===== config.mk =====
export PLATFORM = sky130hd
export DESIGN_NAME = load_store_unit
export DESIGN_NICKNAME = d
export VERILOG_FILES = /design/src/rtl/lsu_pkg.sv /design/src/rtl/lsu_align.sv /design/src/rtl/load_store_unit.sv
export SDC_FILE = /design/constraint.sdc
export NUM_CORES = 1
export LEC_CHECK = 0
export ABC_CLOCK_PERIOD_IN_PS = 9450
export BUFFER_PORTS_ARGS = -buffer_cell sky130_fd_sc_hd__buf_2
export CORE_UTILIZATION = 56
export CTS_CLUSTER_SIZE = 20
export DETAILED_ROUTE_END_ITERATION = 10
export HOLD_SLACK_MARGIN = 0.03
export PLACE_DENSITY_LB_ADDON = 0.12
export SLEW_MARGIN = 30
export SYNTH_ARGS = -nofsm -noshare
export SYNTH_HDL_FRONTEND = slang
export SYNTH_SLANG_ARGS = --single-unit

===== constraint.sdc =====
create_clock -name clk -period 9.45 [get_ports clk]
set_input_delay 0.945 -clock clk [delete_from_list [all_inputs] [get_ports clk]]
set_output_delay 0.945 -clock clk [all_outputs]
set_load 0.02 [all_outputs]

===== src/rtl/lsu_pkg.sv =====
//------------------------------------------------------------------------------
// Module      : lsu_pkg
// Description : Shared types and helpers for the load/store unit.
// Revision    : 1.0 - initial release
//------------------------------------------------------------------------------
`default_nettype none

package lsu_pkg;

    typedef enum logic [1:0] {
        ST_IDLE = 2'd0,
        ST_A0   = 2'd1,
        ST_A1   = 2'd2,
        ST_DONE = 2'd3
    } lsu_state_e;

    localparam logic [2:0] F3_LB  = 3'b000;
    localparam logic [2:0] F3_LH  = 3'b001;
    localparam logic [2:0] F3_LW  = 3'b010;
    localparam logic [2:0] F3_LBU = 3'b100;
    localparam logic [2:0] F3_LHU = 3'b101;

    typedef enum logic [1:0] {
        SZ_BYTE = 2'd0,
        SZ_HALF = 2'd1,
        SZ_WORD = 2'd2
    } lsu_size_e;

    function automatic lsu_size_e decode_size(input logic [2:0] f3);
        case (f3)
            F3_LB, F3_LBU: decode_size = SZ_BYTE;
            F3_LH, F3_LHU: decode_size = SZ_HALF;
            F3_LW:         decode_size = SZ_WORD;
            default:       decode_size = SZ_WORD;
        endcase
    endfunction

    function automatic logic [2:0] size_bytes(input lsu_size_e sz);
        case (sz)
            SZ_BYTE: size_bytes = 3'd1;
            SZ_HALF: size_bytes = 3'd2;
            default: size_bytes = 3'd4;
        endcase
    endfunction

endpackage

`default_nettype wire


===== src/rtl/lsu_align.sv =====
//------------------------------------------------------------------------------
// Module      : lsu_align
// Description : Lane mask, store data shift and load extract/extend logic.
// Revision    : 1.0 - initial release
//------------------------------------------------------------------------------
`default_nettype none

module lsu_align
    import lsu_pkg::*;
#(
    parameter int DATA_W = 32
) (
    input  logic [2:0]          i_funct3,
    input  logic [1:0]          i_offset,
    input  logic [DATA_W-1:0]   i_wdata,
    input  logic [DATA_W-1:0]   i_word0,
    input  logic [DATA_W-1:0]   i_mem_rd,
    output logic                o_cross,
    output logic [7:0]          o_mask,
    output logic [2*DATA_W-1:0] o_wd,
    output logic [DATA_W-1:0]   o_rdata
);

    lsu_size_e           w_size;
    logic [2:0]          w_bytes;
    logic [4:0]          w_shamt;
    logic                w_signed;
    logic [7:0]          w_base_mask;
    logic [2*DATA_W-1:0] w_ld;
    logic [2*DATA_W-1:0] w_sh;
    logic                w_unused_sh;

    assign w_size   = decode_size(i_funct3);
    assign w_bytes  = size_bytes(w_size);
    assign w_shamt  = {i_offset, 3'b000};
    assign w_signed = (i_funct3 == F3_LB) || (i_funct3 == F3_LH);
    // offset (max 3) plus size (max 4) fits in three bits
    assign o_cross  = ({1'b0, i_offset} + w_bytes) > 3'd4;

    always_comb begin
        w_base_mask = 8'h0F;
        case (w_size)
            SZ_BYTE: w_base_mask = 8'h01;
            SZ_HALF: w_base_mask = 8'h03;
            default: w_base_mask = 8'h0F;
        endcase
    end

    assign o_mask = w_base_mask << i_offset;
    assign o_wd   = {{DATA_W{1'b0}}, i_wdata} << w_shamt;

    assign w_ld        = o_cross ? {i_mem_rd, i_word0} : {{DATA_W{1'b0}}, i_mem_rd};
    assign w_sh        = w_ld >> w_shamt;
    assign w_unused_sh = ^w_sh[2*DATA_W-1:DATA_W];

    always_comb begin
        o_rdata = w_sh[DATA_W-1:0];
        case (w_size)
            SZ_BYTE: o_rdata = {{(DATA_W-8){w_signed & w_sh[7]}}, w_sh[7:0]};
            SZ_HALF: o_rdata = {{(DATA_W-16){w_signed & w_sh[15]}}, w_sh[15:0]};
            default: o_rdata = w_sh[DATA_W-1:0];
        endcase
    end

endmodule

`default_nettype wire


===== src/rtl/load_store_unit.sv =====
//------------------------------------------------------------------------------
// Module      : load_store_unit
// Description : Multi-cycle MEM-stage load/store unit with misaligned support.
// Revision    : 1.0 - initial release
//------------------------------------------------------------------------------
`default_nettype none

module load_store_unit
    import lsu_pkg::*;
#(
    parameter int DM_ADDRESS = 9,
    parameter int DATA_W     = 32
) (
    input  logic                  clk,
    input  logic                  reset,
    input  logic                  req_valid,
    input  logic                  req_write,
    input  logic [2:0]            funct3,
    input  logic [31:0]           addr,
    input  logic [DATA_W-1:0]     wdata,
    output logic                  stall,
    output logic                  resp_valid,
    output logic [DATA_W-1:0]     rdata,
    output logic [DM_ADDRESS-1:0] mem_addr,
    output logic                  mem_re,
    output logic [3:0]            mem_we,
    output logic [DATA_W-1:0]     mem_wd,
    input  logic [DATA_W-1:0]     mem_rd
);

    lsu_state_e            r_state_q,  w_state_d;
    logic                  r_write_q,  w_write_d;
    logic [2:0]            r_funct3_q, w_funct3_d;
    logic [DM_ADDRESS-1:0] r_addr_q,   w_addr_d;
    logic [DATA_W-1:0]     r_wdata_q,  w_wdata_d;
    logic [DATA_W-1:0]     r_word0_q,  w_word0_d;

    logic                  w_cross;
    logic [7:0]            w_mask;
    logic [2*DATA_W-1:0]   w_wd;
    logic [DATA_W-1:0]     w_ld_data;
    logic [DM_ADDRESS-3:0] w_word_idx;
    logic [DM_ADDRESS-3:0] w_next_idx;
    logic                  w_unused_addr;

    assign w_unused_addr = ^addr[31:DM_ADDRESS];
    assign w_word_idx    = r_addr_q[DM_ADDRESS-1:2];
    // Word index wraps naturally at the top of memory
    assign w_next_idx    = w_word_idx + {{(DM_ADDRESS-3){1'b0}}, 1'b1};

    lsu_align #(
        .DATA_W (DATA_W)
    ) u_align (
        .i_funct3 (r_funct3_q),
        .i_offset (r_addr_q[1:0]),
        .i_wdata  (r_wdata_q),
        .i_word0  (r_word0_q),
        .i_mem_rd (mem_rd),
        .o_cross  (w_cross),
        .o_mask   (w_mask),
        .o_wd     (w_wd),
        .o_rdata  (w_ld_data)
    );

    always_comb begin
        w_state_d  = r_state_q;
        w_write_d  = r_write_q;
        w_funct3_d = r_funct3_q;
        w_addr_d   = r_addr_q;
        w_wdata_d  = r_wdata_q;
        w_word0_d  = r_word0_q;
        stall      = 1'b0;
        resp_valid = 1'b0;
        rdata      = '0;
        mem_addr   = '0;
        mem_re     = 1'b0;
        mem_we     = 4'b0000;
        mem_wd     = '0;

        case (r_state_q)
            ST_IDLE: begin
                if (req_valid) begin
                    stall      = 1'b1;
                    w_write_d  = req_write;
                    w_funct3_d = funct3;
                    w_addr_d   = addr[DM_ADDRESS-1:0];
                    w_wdata_d  = wdata;
                    w_state_d  = ST_A0;
                end
            end
            ST_A0: begin
                stall     = 1'b1;
                mem_addr  = {w_word_idx, 2'b00};
                mem_re    = ~r_write_q;
                mem_we    = r_write_q ? w_mask[3:0] : 4'b0000;
                mem_wd    = r_write_q ? w_wd[DATA_W-1:0] : '0;
                w_state_d = w_cross ? ST_A1 : ST_DONE;
            end
            ST_A1: begin
                stall     = 1'b1;
                mem_addr  = {w_next_idx, 2'b00};
                mem_re    = ~r_write_q;
                mem_we    = r_write_q ? w_mask[7:4] : 4'b0000;
                mem_wd    = r_write_q ? w_wd[2*DATA_W-1:DATA_W] : '0;
                w_word0_d = mem_rd;
                w_state_d = ST_DONE;
            end
            ST_DONE: begin
                resp_valid = 1'b1;
                rdata      = r_write_q ? '0 : w_ld_data;
                w_state_d  = ST_IDLE;
            end
            default: w_state_d = ST_IDLE;
        endcase

        // Reset silences all handshake and memory strobes immediately
        if (reset) begin
            stall      = 1'b0;
            resp_valid = 1'b0;
            rdata      = '0;
            mem_addr   = '0;
            mem_re     = 1'b0;
            mem_we     = 4'b0000;
            mem_wd     = '0;
        end
    end

    always_ff @(posedge clk) begin
        if (reset) begin
            r_state_q  <= ST_IDLE;
            r_write_q  <= 1'b0;
            r_funct3_q <= 3'b000;
            r_addr_q   <= '0;
            r_wdata_q  <= '0;
            r_word0_q  <= '0;
        end else begin
            r_state_q  <= w_state_d;
            r_write_q  <= w_write_d;
            r_funct3_q <= w_funct3_d;
            r_addr_q   <= w_addr_d;
            r_wdata_q  <= w_wdata_d;
            r_word0_q  <= w_word0_d;
        end
    end

endmodule

`default_nettype wire


==> key figures, run 1 <==
Logic synthesis
  • Post-Synthesis Cells: 731
  • Register area share after synthesis: a little over a quarter
  • Main synth FF type: dfxtp_1
  • Post-synth EDFFs: 0
  • Synth Area per Inst: 7.892 um^2
  • Top cell type by total area after synthesis: dfxtp_1
  • FFs w/ async S/R, synth: 0%
  • Mapped Area: 5769 um^2
  • Top-area cell type share of the netlist area: 27.41%
  • Synth top area cells: dfxtp_1, mux2i_1, a21oi_1, nand2_1, mux4_2
  • Syn. warnings: 0
  • Seq cells post-synth: 79
  • Unique masters post-synth: 46

Detailed routing
  • Drt drc: 0
  • Routed WL: 17.42 mm
  • Routed via count: 6050
  • ANT nets after route: 0
  • Iteration-0 DRC Markers: 375
  • Vias per inst: 6.148
  • Pre-antenna DRT Iters: 7
  • Avg WL per Cell: between 15 and 20 um

Outcome
  • Status: finished clean

Clocking
  • Hold-fix buffers at CTS: 0
  • Clock transition at path regs: 0.08 ns
  • Number of setup buffers added after CTS: 0
  • CTS sink cnt: 79
  • H-Tree Depth: 3
  • CTS tree: yes
  • Resized Gates After CTS: 0
  • CTS Buffer Depth: 2
  • Skew-Pair Late Insertion Delay: 0.37 ns
  • TritonCTS buffer count: 9
  • Root buffer cell: clkbuf_8

STA
  • Fin. Hold Viols: 0
  • Final setup viols: 0
  • Final Max Tran Viols: 0
  • RSZ-0062 raised after global routing: no
  • Post-layout min period: 4.915 ns
  • Worst-margin pin slew: 0.9320 ns
  • Min setup slack post-route: 4.535 ns
  • Fmax: 0.2035 GHz
  • Worst relative slew slack: 37.87%
  • Setup TNS: 0 ns
  • Period utilization: 52.01%
  • Final Skew: 0.01157 ns

Final layout
  • Area grow syn2layout: 17.07%
  • Cell area after layout: 6754 um^2
  • Most common cell after layout, fill and taps aside: buf_2
  • Final nets: 957
  • Share of cells above drive strength 1: between 20% and 30%
  • Number of diodes: 0
  • Post-Route Utilization: 68.47%
  • Most frequent cells in the layout: buf_2, nand2_1, a21oi_1, nor2_1, mux2i_1

Job
  • Maxcap violations: 0

Pwr
  • Leak: 2.889 nW
  • Total power draw: 0.001454 W
  • Internal power: 0.0008424 W
  • Switching power: approximately 0.00061 W
  • Share of total power in combinational logic: 47.5%
  • Clk pwr share: 20.0%
  • Switching Fraction: 42.07%
  • Pwr dens: between 200 and 250 nW/um^2
  • Peak supply drop: 151.6 uV
  • Reg power frac: 32.5%

Worst setup path
  • WP data required: between 8 and 9 ns
  • Cell with the largest stage delay on the worst path: nor2_1
  • WP data arrival: 3.97 ns
  • CP startpoint: r_addr_q[0]
  • Reg-to-reg startpoint: r_addr_q[0]
  • CP delay by family, top: simple AND/OR/NAND/NOR gates
  • CP cell instances: ha_1 -> inv_1 -> fa_1 -> xnor2_4 -> nand3_1 -> nor2_1 -> a22oi_1 -> a31oi_1 -> buf_2
  • Worst-path fanout max: 37
  • Crit. End Element: output pin
  • Startpoint Class: register
  • CP Class: reg -> out
  • Worst path max stage delay: ~0.71 ns
  • WP buf/inv: 2

GRT
  • GRT Overall Usage: 32.69%
  • Initial antenna violation count: 0
  • Total grt overflow: 0
  • Largest net degree at the start of global routing: 85
  • Vias in the first global route: 5862
  • Global-route wire length before repair: 28.56 mm

Min path
  • Min-delay src: r_wdata_q[23]
  • Hold Crit Class: reg -> reg

Placed design
  • Gp weighted congestion: approximately 0.86
  • Port Buffers: 157
  • DP Wirelength: 11.81 mm
  • DP Area: roughly 6500 um^2
  • Pre-CTS setup slack: 4.929 ns

Floorplan
  • Num rows: 36
  • IO Pins: 183
  • Die ar.: 10710 um^2
  • Core area: 9864 um^2
  • Die height: 103.5 um
  • Die width: between 100 and 150 um
  • Initial Util: 58.49%
## layout make-up
cell class / instances / area (um^2)
Multi-Input combinational cell: 583 / 3899
Fill cell: 868 / 3110
Clock buffer: 13 / 158.9
Inverter: 7 / 26.28
Timing Repair Buffer: 166 / 853.3
Sequential cell: 79 / 1585
Tap cell: 133 / 166.4
Clock inverter: 3 / 65.06
## path summary, 6_finish.rpt
path	end	slack [ns]	cells past startpoint
worst max-delay path	rdata[9]	4.54	9
worst max register to register	r_state_q[0]	6.71	8
worst min register to register	r_wdata_q[23]	0.49	2
worst min-delay path	r_wdata_q[23]	0.49	2
## layer usage
layer	global-route usage, %	vias to the layer above	routed length (um)
li1	-	2829	-
met1	41.29	2868	7187
met2	54.41	318	8550
met3	5.727	35	1287
met4	14.80	0	396
met5	0	-	0
## state kept, by name (all words and copies together) (netlist names)
register	cells
r_wdata_q	32
r_write_q	1
r_addr_q	9
r_funct3_q	3
r_word0_q	32
r_state_q	2
## stage by stage
stage | hold WS [ns] | std cells
floorplan | 0.4547 | 732
global placement | 0.4683 | 968
detailed placement | 0.4798 | 968
CTS | 0.4903 | 984
global route | 0.5139 | 984
finish | 0.4903 | 984
## tightest hold or removal path, cell delays in order, from the launching register on
cell     delay [ns]
dfxtp_1        0.34
nand2_1        0.06
a21oi_1        0.05
## synth_stat cells, types with 8 or more instances
master     count
nand2_1      122
a21oi_1       99
nor2_1        87
mux2i_1       80
dfxtp_1       79
clkbuf_1      43
mux2_2        25
o21ai_0       20
a22oi_1       18
mux4_2        17
and3_1        12
nand2b_1      11
o22ai_1        9
a2bb2oi_1      8
nand3_1        8
## power by group through the flow
stage          registers (W)  clock network (W)  logic [W]
2_1_floorplan       0.000443                  0   0.000553
5_1_grt             0.000480           0.000309   0.000758
3_3_place_gp        0.000470                  0   0.000657
3_5_place_dp        0.000476                  0   0.000679
4_1_cts             0.000469           0.000295   0.000683
6_report            0.000472           0.000291   0.000691
## kinds of logic after synthesis
family	Yosys count	share of synthesized area [%]
AOI/OAI and AO/OA	190	20.34
xor gates and xnor gates	4	0.9327
adders and majority gates	8	1.865
buffers and inverters	70	5.335
DFF	79	27.41
muxes	122	25.40
other	1	0.06500
and+or+nand+nor	257	18.65
No activity file was read; power rests on OpenSTA's default activity.
==> run 2: changes to the inputs <==
--- a/config.mk
+++ b/config.mk
@@ -5,9 +5,9 @@
 export SDC_FILE = /design/constraint.sdc
 export NUM_CORES = 1
 export LEC_CHECK = 0
-export ABC_CLOCK_PERIOD_IN_PS = 9450
+export ABC_CLOCK_PERIOD_IN_PS = 4300
 export BUFFER_PORTS_ARGS = -buffer_cell sky130_fd_sc_hd__buf_2
-export CORE_UTILIZATION = 56
+export CORE_UTILIZATION = 47
 export CTS_CLUSTER_SIZE = 20
 export DETAILED_ROUTE_END_ITERATION = 10
 export HOLD_SLACK_MARGIN = 0.03
==> constraint.sdc (replaced) <==
create_clock -name clk -period 4.3 [get_ports clk]
set_input_delay 0.43 -clock clk [delete_from_list [all_inputs] [get_ports clk]]
set_output_delay 0.43 -clock clk [all_outputs]
set_load 0.02 [all_outputs]
==> run 2 against run 1 <==
Effect of this change: register-to-register slack worse by 4.9 ns; clock skew down 0.0075 ns; first-iteration DRC count is 12% lower; flip-flop and latch count did not move; wire length is 1.6% higher; clock power grew 130%; via count shrank 2.5%; sequential share of layout area shrank 0.26 points.
==> key figures, run 2 (synthesis gave the netlist of run 1 again) <==
Final layout
  • Post-route insts no fill: 1001 (+1.7%)
  • Filler cell count: 1185 (+37%)
  • Biggest regs: r_wdata_q: 32 flops, r_word0_q: 32 flops, r_addr_q: 9 flops
  • Share of cells above drive strength 1: 27.08% (-0.18 points)
  • Area grow syn2layout: 18.39%
  • Most common cell after layout, fill and taps aside: buf_2
  • Multi-input gate area: 3894 um^2 (-0.13%)
  • Final nets: 960 (+0.31%)
  • Register area: 1585 um^2 (unchanged)
  • Post-Route Utilization: 56.86% (-12 points)
  • Cell area after layout: 6830 um^2 (+1.1%)
  • Most frequent cells in the layout: buf_2, nand2_1, a21oi_1, nor2_1, mux2i_1

Placed design
  • Placed cell count: 985 (+1.8%)
  • Gp weighted congestion: 0.8497 (-1.5%)
  • DP Area: 6575 um^2 (+0.77%)
  • Port Buffers: 157 (unchanged)
  • DP Wirelength: 12.29 mm (+4.0%)

STA
  • Setup TNS: 0 ns (unchanged)
  • Worst-margin pin slew: 0.7660 ns (-0.1660 ns)
  • Final Max Tran Viols: 0 (unchanged)
  • Fin. Hold Viols: 0 (unchanged)
  • Final Skew: 0.004047 ns (-0.007522 ns)
  • Worst relative slew slack: 48.83% (+11 points)
  • Final setup viols: 0 (unchanged)
  • RSZ-0062 raised after global routing: no
  • Post-layout min period: 3.977 ns
  • Period utilization: 92.48%
  • Fmax: 0.2515 GHz

Floorplan
  • Die ar.: 12720 um^2 (+19%)
  • IO Pins: 183 (unchanged)
  • Initial Util: 48.03% (-10 points)
  • Core area: 12010 um^2 (+22%)
  • Die height: 112.8 um (+9.0%)
  • Num rows: 40 (+11%)
  • Die width: 112.8 um (+9.0%)

Min path
  • Hold Path End: r_addr_q[0]
  • Hold Crit Class: in -> reg
  • Hold Crit Depth: 3 (+1)
  • Min-delay src: addr[0]

GRT
  • GRT Overall Usage: 28.32% (-4.4 points)
  • Total grt overflow: 0 (unchanged)
  • Vias in the first global route: 5672 (-3.2%)
  • Largest net degree at the start of global routing: 66 (-22%)
  • Initial antenna violation count: 1 (+1)
  • Global-route wire length before repair: 28.41 mm (-0.51%)

Pwr
  • Leak: 2.915 nW (+0.90%)
  • Pwr dens: 473.6 nW/um^2 (+120%)
  • Total power draw: 0.003235 W (+120%)
  • Peak supply drop: 260.2 uV (+72%)

Clocking
  • CTS tree: yes
  • Number of setup buffers added after CTS: 0 (unchanged)
  • Root buffer cell: clkbuf_16
  • Skew-Pair Late Insertion Delay: 0.35 ns (-0.02 ns)
  • CTS Buffer Depth: 2 (unchanged)
  • Resized Gates After CTS: 0 (unchanged)
  • Hold-fix buffers at CTS: 0 (unchanged)
  • H-Tree Depth: 3 (unchanged)
  • CTS sink cnt: 79 (unchanged)
  • Clock transition at path regs: 0.06 ns (-0.02 ns)
  • TritonCTS buffer count: 9 (unchanged)

Outcome
  • Status: finished clean

Worst setup path
  • WP data arrival: 3.55 ns (-0.42 ns)
  • Worst-path fanout max: 40 (+8.1%)
  • WP data required: 3.87 ns (-4.64 ns)
  • CP Class: reg -> out
  • Reg-to-reg startpoint: r_addr_q[0]
  • R2R cell count: 8 (unchanged)
  • Crit. End Element: output pin
  • Startpoint Class: register
  • Worst reg2reg setup slack: 1.84 ns (-4.87 ns)
  • Terminus of the critical flop-to-flop path: r_state_q[0]

Detailed routing
  • Pre-antenna DRT Iters: 5 (-2)
  • Drt drc: 0 (unchanged)
  • Iteration-0 DRC Markers: 331 (-12%)
  • Avg WL per Cell: 17.69 um (about the same)
  • Routed via count: 5898 (-2.5%)
  • ANT nets after route: 0 (unchanged)
  • Vias per inst: 5.892 (-4.2%)
  • Routed WL: 17.71 mm (+1.6%)

Job
  • Maxcap violations: 0 (unchanged)
[run 2: through the flow]
stage,hold slack [ns],setup WS [ns]
after floorplan,0.4547,0.5881
after global placement,0.4680,0.7729
after detailed placement,0.4750,0.7335
after CTS,0.2995,0.3576
after global routing,0.3198,0.1437
final,0.3050,0.3232
[run 2: worst max-delay path, stage by stage, from the launching register on]
cell and delay (ns):
dfxtp_1 0.57, buf_4 0.31, inv_1 0.13, nand2_1 0.11, fa_1 0.42, nand2b_1 0.19
nand2_2 0.09, buf_12 0.21, nor2_1 0.60, a21oi_1 0.16, a21oi_1 0.21, buf_2 0.19
[run 2: power by group]
group	internal [W]	total, W	switching, W
Sequential	0.000877	0.00104	0.000162
Combinational	0.000630	0.00152	0.000888
Clock	0.000386	0.000677	0.000291
Total	0.00189	0.00323	0.00134
[run 2: layout make-up]
| type | count | area share, % |
|---|---|---|
| Clock inverter | 2 | 0.1465 |
| Inverter | 7 | 0.3847 |
| Sequential cell | 79 | 23.21 |
| Tap cell | 147 | 2.693 |
| Multi-Input combinational cell | 583 | 57.01 |
| Clock buffer | 13 | 3.517 |
| Timing Repair Buffer | 169 | 13.01 |
| Antenna cell | 1 | 0.03664 |
[run 2: how the worst max path moves through the flow]
stage	startpoint	endpoint	slack, ns	cells past startpoint
floorplan	r_addr_q[1]	rdata[30]	0.59	11
global placement	r_funct3_q[1]	rdata[14]	0.77	11
detailed placement	r_funct3_q[1]	rdata[14]	0.73	11
CTS	r_funct3_q[1]	rdata[14]	0.36	11
global route	r_funct3_q[1]	rdata[14]	0.14	11
finish	r_funct3_q[1]	rdata[28]	0.32	11
[run 2: routing by layer]
layer	vias up	routed length, um	track usage (%)
li1	2841	-	-
met1	2805	7686	34.28
met2	216	8572	49.38
met3	36	1008	3.589
met4	0	441	14.49
met5	-	0	0
==> run 3: changes to the inputs <==
--- a/config.mk
+++ b/config.mk
@@ -5,6 +5,7 @@
 export SDC_FILE = /design/constraint.sdc
 export NUM_CORES = 1
 export LEC_CHECK = 0
+export ABC_AREA = 1
 export ABC_CLOCK_PERIOD_IN_PS = 4300
 export BUFFER_PORTS_ARGS = -buffer_cell sky130_fd_sc_hd__buf_2
 export CORE_UTILIZATION = 47
==> run 3 against run 2 <==
Effect of this change: register-to-register slack lost 0.09 ns; synthesized cell count grew 38%; combinational power grew 39%; critical path depth grew 4; critical path type unchanged; fmax is essentially flat; wire length grew 4.3%; utilization grew 0.31 points; clock skew grew 0.0024 ns.
==> key figures, run 3 <==
Worst setup path
  • Startpoint Class: register
  • WP data required: 3.87 ns (about the same)
  • Crit. End Element: output pin
  • WP data arrival: 3.55 ns (about the same)
  • CP Class: reg -> out
  • Worst-path fanout max: 21 (-48%)

Clocking
  • CTS Buffer Depth: 2 (unchanged)
  • CTS tree: yes
  • Clock transition at path regs: 0.06 ns (about the same)
  • TritonCTS buffer count: 9 (unchanged)
  • Resized Gates After CTS: 0 (unchanged)
  • H-Tree Depth: 3 (unchanged)
  • Skew-Pair Late Insertion Delay: 0.35 ns (about the same)
  • Hold-fix buffers at CTS: 0 (unchanged)
  • Root buffer cell: clkbuf_16
  • Number of setup buffers added after CTS: 0 (unchanged)
  • CTS sink cnt: 79 (unchanged)

STA
  • Final setup viols: 0 (unchanged)
  • RSZ-0062 raised after global routing: no
  • Setup TNS: 0 ns (unchanged)
  • Final Skew: 0.006450 ns (+0.002403 ns)
  • Worst relative slew slack: 53.26% (+4.4 points)
  • Fin. Hold Viols: 0 (unchanged)
  • Final Max Tran Viols: 0 (unchanged)
  • Post-layout min period: 3.975 ns (-0.001477 ns)
  • Period utilization: 92.45% (about the same)
  • Worst-margin pin slew: 0.7012 ns (-0.06480 ns)
  • Fmax: 0.2516 GHz (about the same)

Pwr
  • Share of total power in combinational logic: 52.9% (+6.0 points)
  • Leak: 3.463 nW (+19%)
  • Reg power frac: 27.8% (-4.3 points)
  • Peak supply drop: 263.6 uV (+1.3%)
  • Internal power: 0.002051 W (+8.3%)
  • Switching power: 0.001960 W (+46%)
  • Clk pwr share: 19.3% (-1.6 points)
  • Switching Fraction: 48.87% (+7.4 points)
  • Pwr dens: 584.0 nW/um^2 (+23%)

Logic synthesis
  • Synth cell count leaders: nand2_1, o21ai_0, nor2_1, a21oi_1, inv_1
  • Post-Synthesis Cells: 1008 (+38%)
  • Syn. warnings: 0 (unchanged)
  • Top cell type by total area after synthesis: dfxtp_1
  • Mapped Area: 5783 um^2 (+0.24%)
  • Main synth FF type: dfxtp_1
  • Synth Area per Inst: 5.737 um^2 (-27%)
  • Seq cells post-synth: 79 (unchanged)
  • Most frequent cell after synthesis: nand2_1
  • Post-synth EDFFs: 0 (unchanged)
  • Register area share after synthesis: 27.35% (-0.065 points)
  • Synth top area cells: dfxtp_1, o21ai_0, nand2_1, a21oi_1, nor2_1
  • FFs w/ async S/R, synth: 0% (unchanged)
  • Top-area cell type share of the netlist area: 27.35% (-0.065 points)
  • Unique masters post-synth: 33 (-28%)

Final layout
  • Filler cell count: 1302 (+9.9%)
  • Most frequent cells in the layout: nand2_1, o21ai_0, buf_2, nor2_1, a21oi_1
  • Post-route insts no fill: 1273 (+27%)
  • Area grow syn2layout: 18.76%
  • Biggest regs: r_wdata_q: 32 flops, r_word0_q: 32 flops, r_addr_q: 9 flops
  • Number of diodes: 0 (-1)
  • Share of cells above drive strength 1: 18.56% (-8.5 points)
  • Final nets: 1233 (+28%)
  • Most common cell after layout, fill and taps aside: nand2_1

Min path
  • Hold Crit Class: in -> reg

Detailed routing
  • Routed WL: 18.46 mm (+4.3%)
  • Avg WL per Cell: 14.50 um (-18%)
  • Routed via count: 6860 (+16%)
  • ANT nets after route: 0 (unchanged)
  • Pre-antenna DRT Iters: 5 (unchanged)
  • Vias per inst: 5.389 (-8.5%)
  • Drt drc: 0 (unchanged)
  • Iteration-0 DRC Markers: 618 (+87%)

Job
  • Maxcap violations: 0 (unchanged)

GRT
  • Total grt overflow: 0 (unchanged)
  • GRT Overall Usage: 29.22% (+0.90 points)
  • Initial antenna violation count: 0 (-1)
  • Largest net degree at the start of global routing: 73 (+11%)
  • Vias in the first global route: 5958 (+5.0%)
  • Global-route wire length before repair: 29.47 mm (+3.7%)

Floorplan
  • Initial Util: 48.15% (+0.11 points)
  • Num rows: 40 (unchanged)
  • IO Pins: 183 (unchanged)
  • Die width: 112.9 um (+0.12%)
  • Die height: 112.9 um (+0.12%)
  • Core area: 12010 um^2 (unchanged)
  • Die ar.: 12750 um^2 (+0.24%)

Placed design
  • Gp weighted congestion: 0.8755 (+3.0%)
  • DP Wirelength: 12.60 mm (+2.6%)
  • Placed cell count: 1258 (+28%)
  • Port Buffers: 157 (unchanged)

Outcome
  • Status: finished clean
[run 3: worst paths after layout]
check	start	end	slack, ns	cells past startpoint
worst max-delay path	r_funct3_q[1]	rdata[19]	0.32	15
worst min-delay path	reset	r_state_q[0]	0.29	2
worst max register to register	r_funct3_q[1]	r_state_q[0]	1.75	12
worst min register to register	r_word0_q[28]	r_word0_q[28]	0.46	2
[run 3: kinds of logic (layout without fill, tap and decap cells)]
family          count (synthesis)  count (layout)  share of synthesized area, %
compound gates                322             322                         28.80
fa+ha+maj                       8               8                         1.861
buf+inv                       180             297                         12.31
flops                          79              79                         27.35
other cells                     1               2                       0.06484
simple gates                  418             418                         29.62
[run 3: layout make-up]
cell class	instances	area, um^2	area share, %
sequential	79	1583	23.05
inverter	109	409.1	5.957
clock inverter	3	43.79	0.6376
clock buffer	12	246.5	3.589
multi-input combinational	750	3496	50.90
tap	147	183.9	2.678
timing repair buffer	173	905.9	13.19
[run 3: power groups by stage]
stage / combinational, W / clock, W / sequential [W]
6_report: 0.00212 / 0.000776 / 0.00111
5_1_grt: 0.00239 / 0.000812 / 0.00115
4_1_cts: 0.00211 / 0.000784 / 0.00111
3_5_place_dp: 0.00210 / 0 / 0.00113
3_3_place_gp: 0.00207 / 0 / 0.00112
2_1_floorplan: 0.00162 / 0 / 0.00109
[run 3: per-layer routing]
layer	wire length, um	share of wire [%]	global-route usage (%)	vias up
met5	0	0	0	-
met4	542	2.9	12.98	0
met3	1208	6.5	3.910	35
met2	8337	45	48.60	272
met1	8375	45	37.89	3044
li1	-	-	-	3509
[run 3: through the flow]
step | setup slack (ns) | hold WS [ns] | power, W | util [%] | instance area [um^2]
2_1_floorplan | 0.9259 | 0.4340 | 0.002707 | - | 5787
3_3_place_gp | 0.7397 | 0.4432 | 0.003191 | 54.76 | 6578
3_5_place_dp | 0.6992 | 0.4473 | 0.003226 | 54.76 | 6578
4_1_cts | 0.2892 | 0.2827 | 0.004004 | 57.18 | 6868
5_1_grt | 0.09672 | 0.3020 | 0.004352 | 57.18 | 6868
6_report | 0.3246 | 0.2914 | 0.004011 | 57.18 | 6868
[run 3: worst max-delay path, cell delays in order, from the launching register on]
cell	delay (ns)
dfxtp_1	0.44
nor2_1	0.06
buf_4	0.16
ha_1	0.17
inv_1	0.07
fa_1	0.43
nand2_1	0.15
nand2_2	0.08
nor2_4	0.39
nand2_1	0.48
nor2_1	0.20
nor2_1	0.05
a21oi_1	0.18
nand2_1	0.07
inv_1	0.09
buf_2	0.17
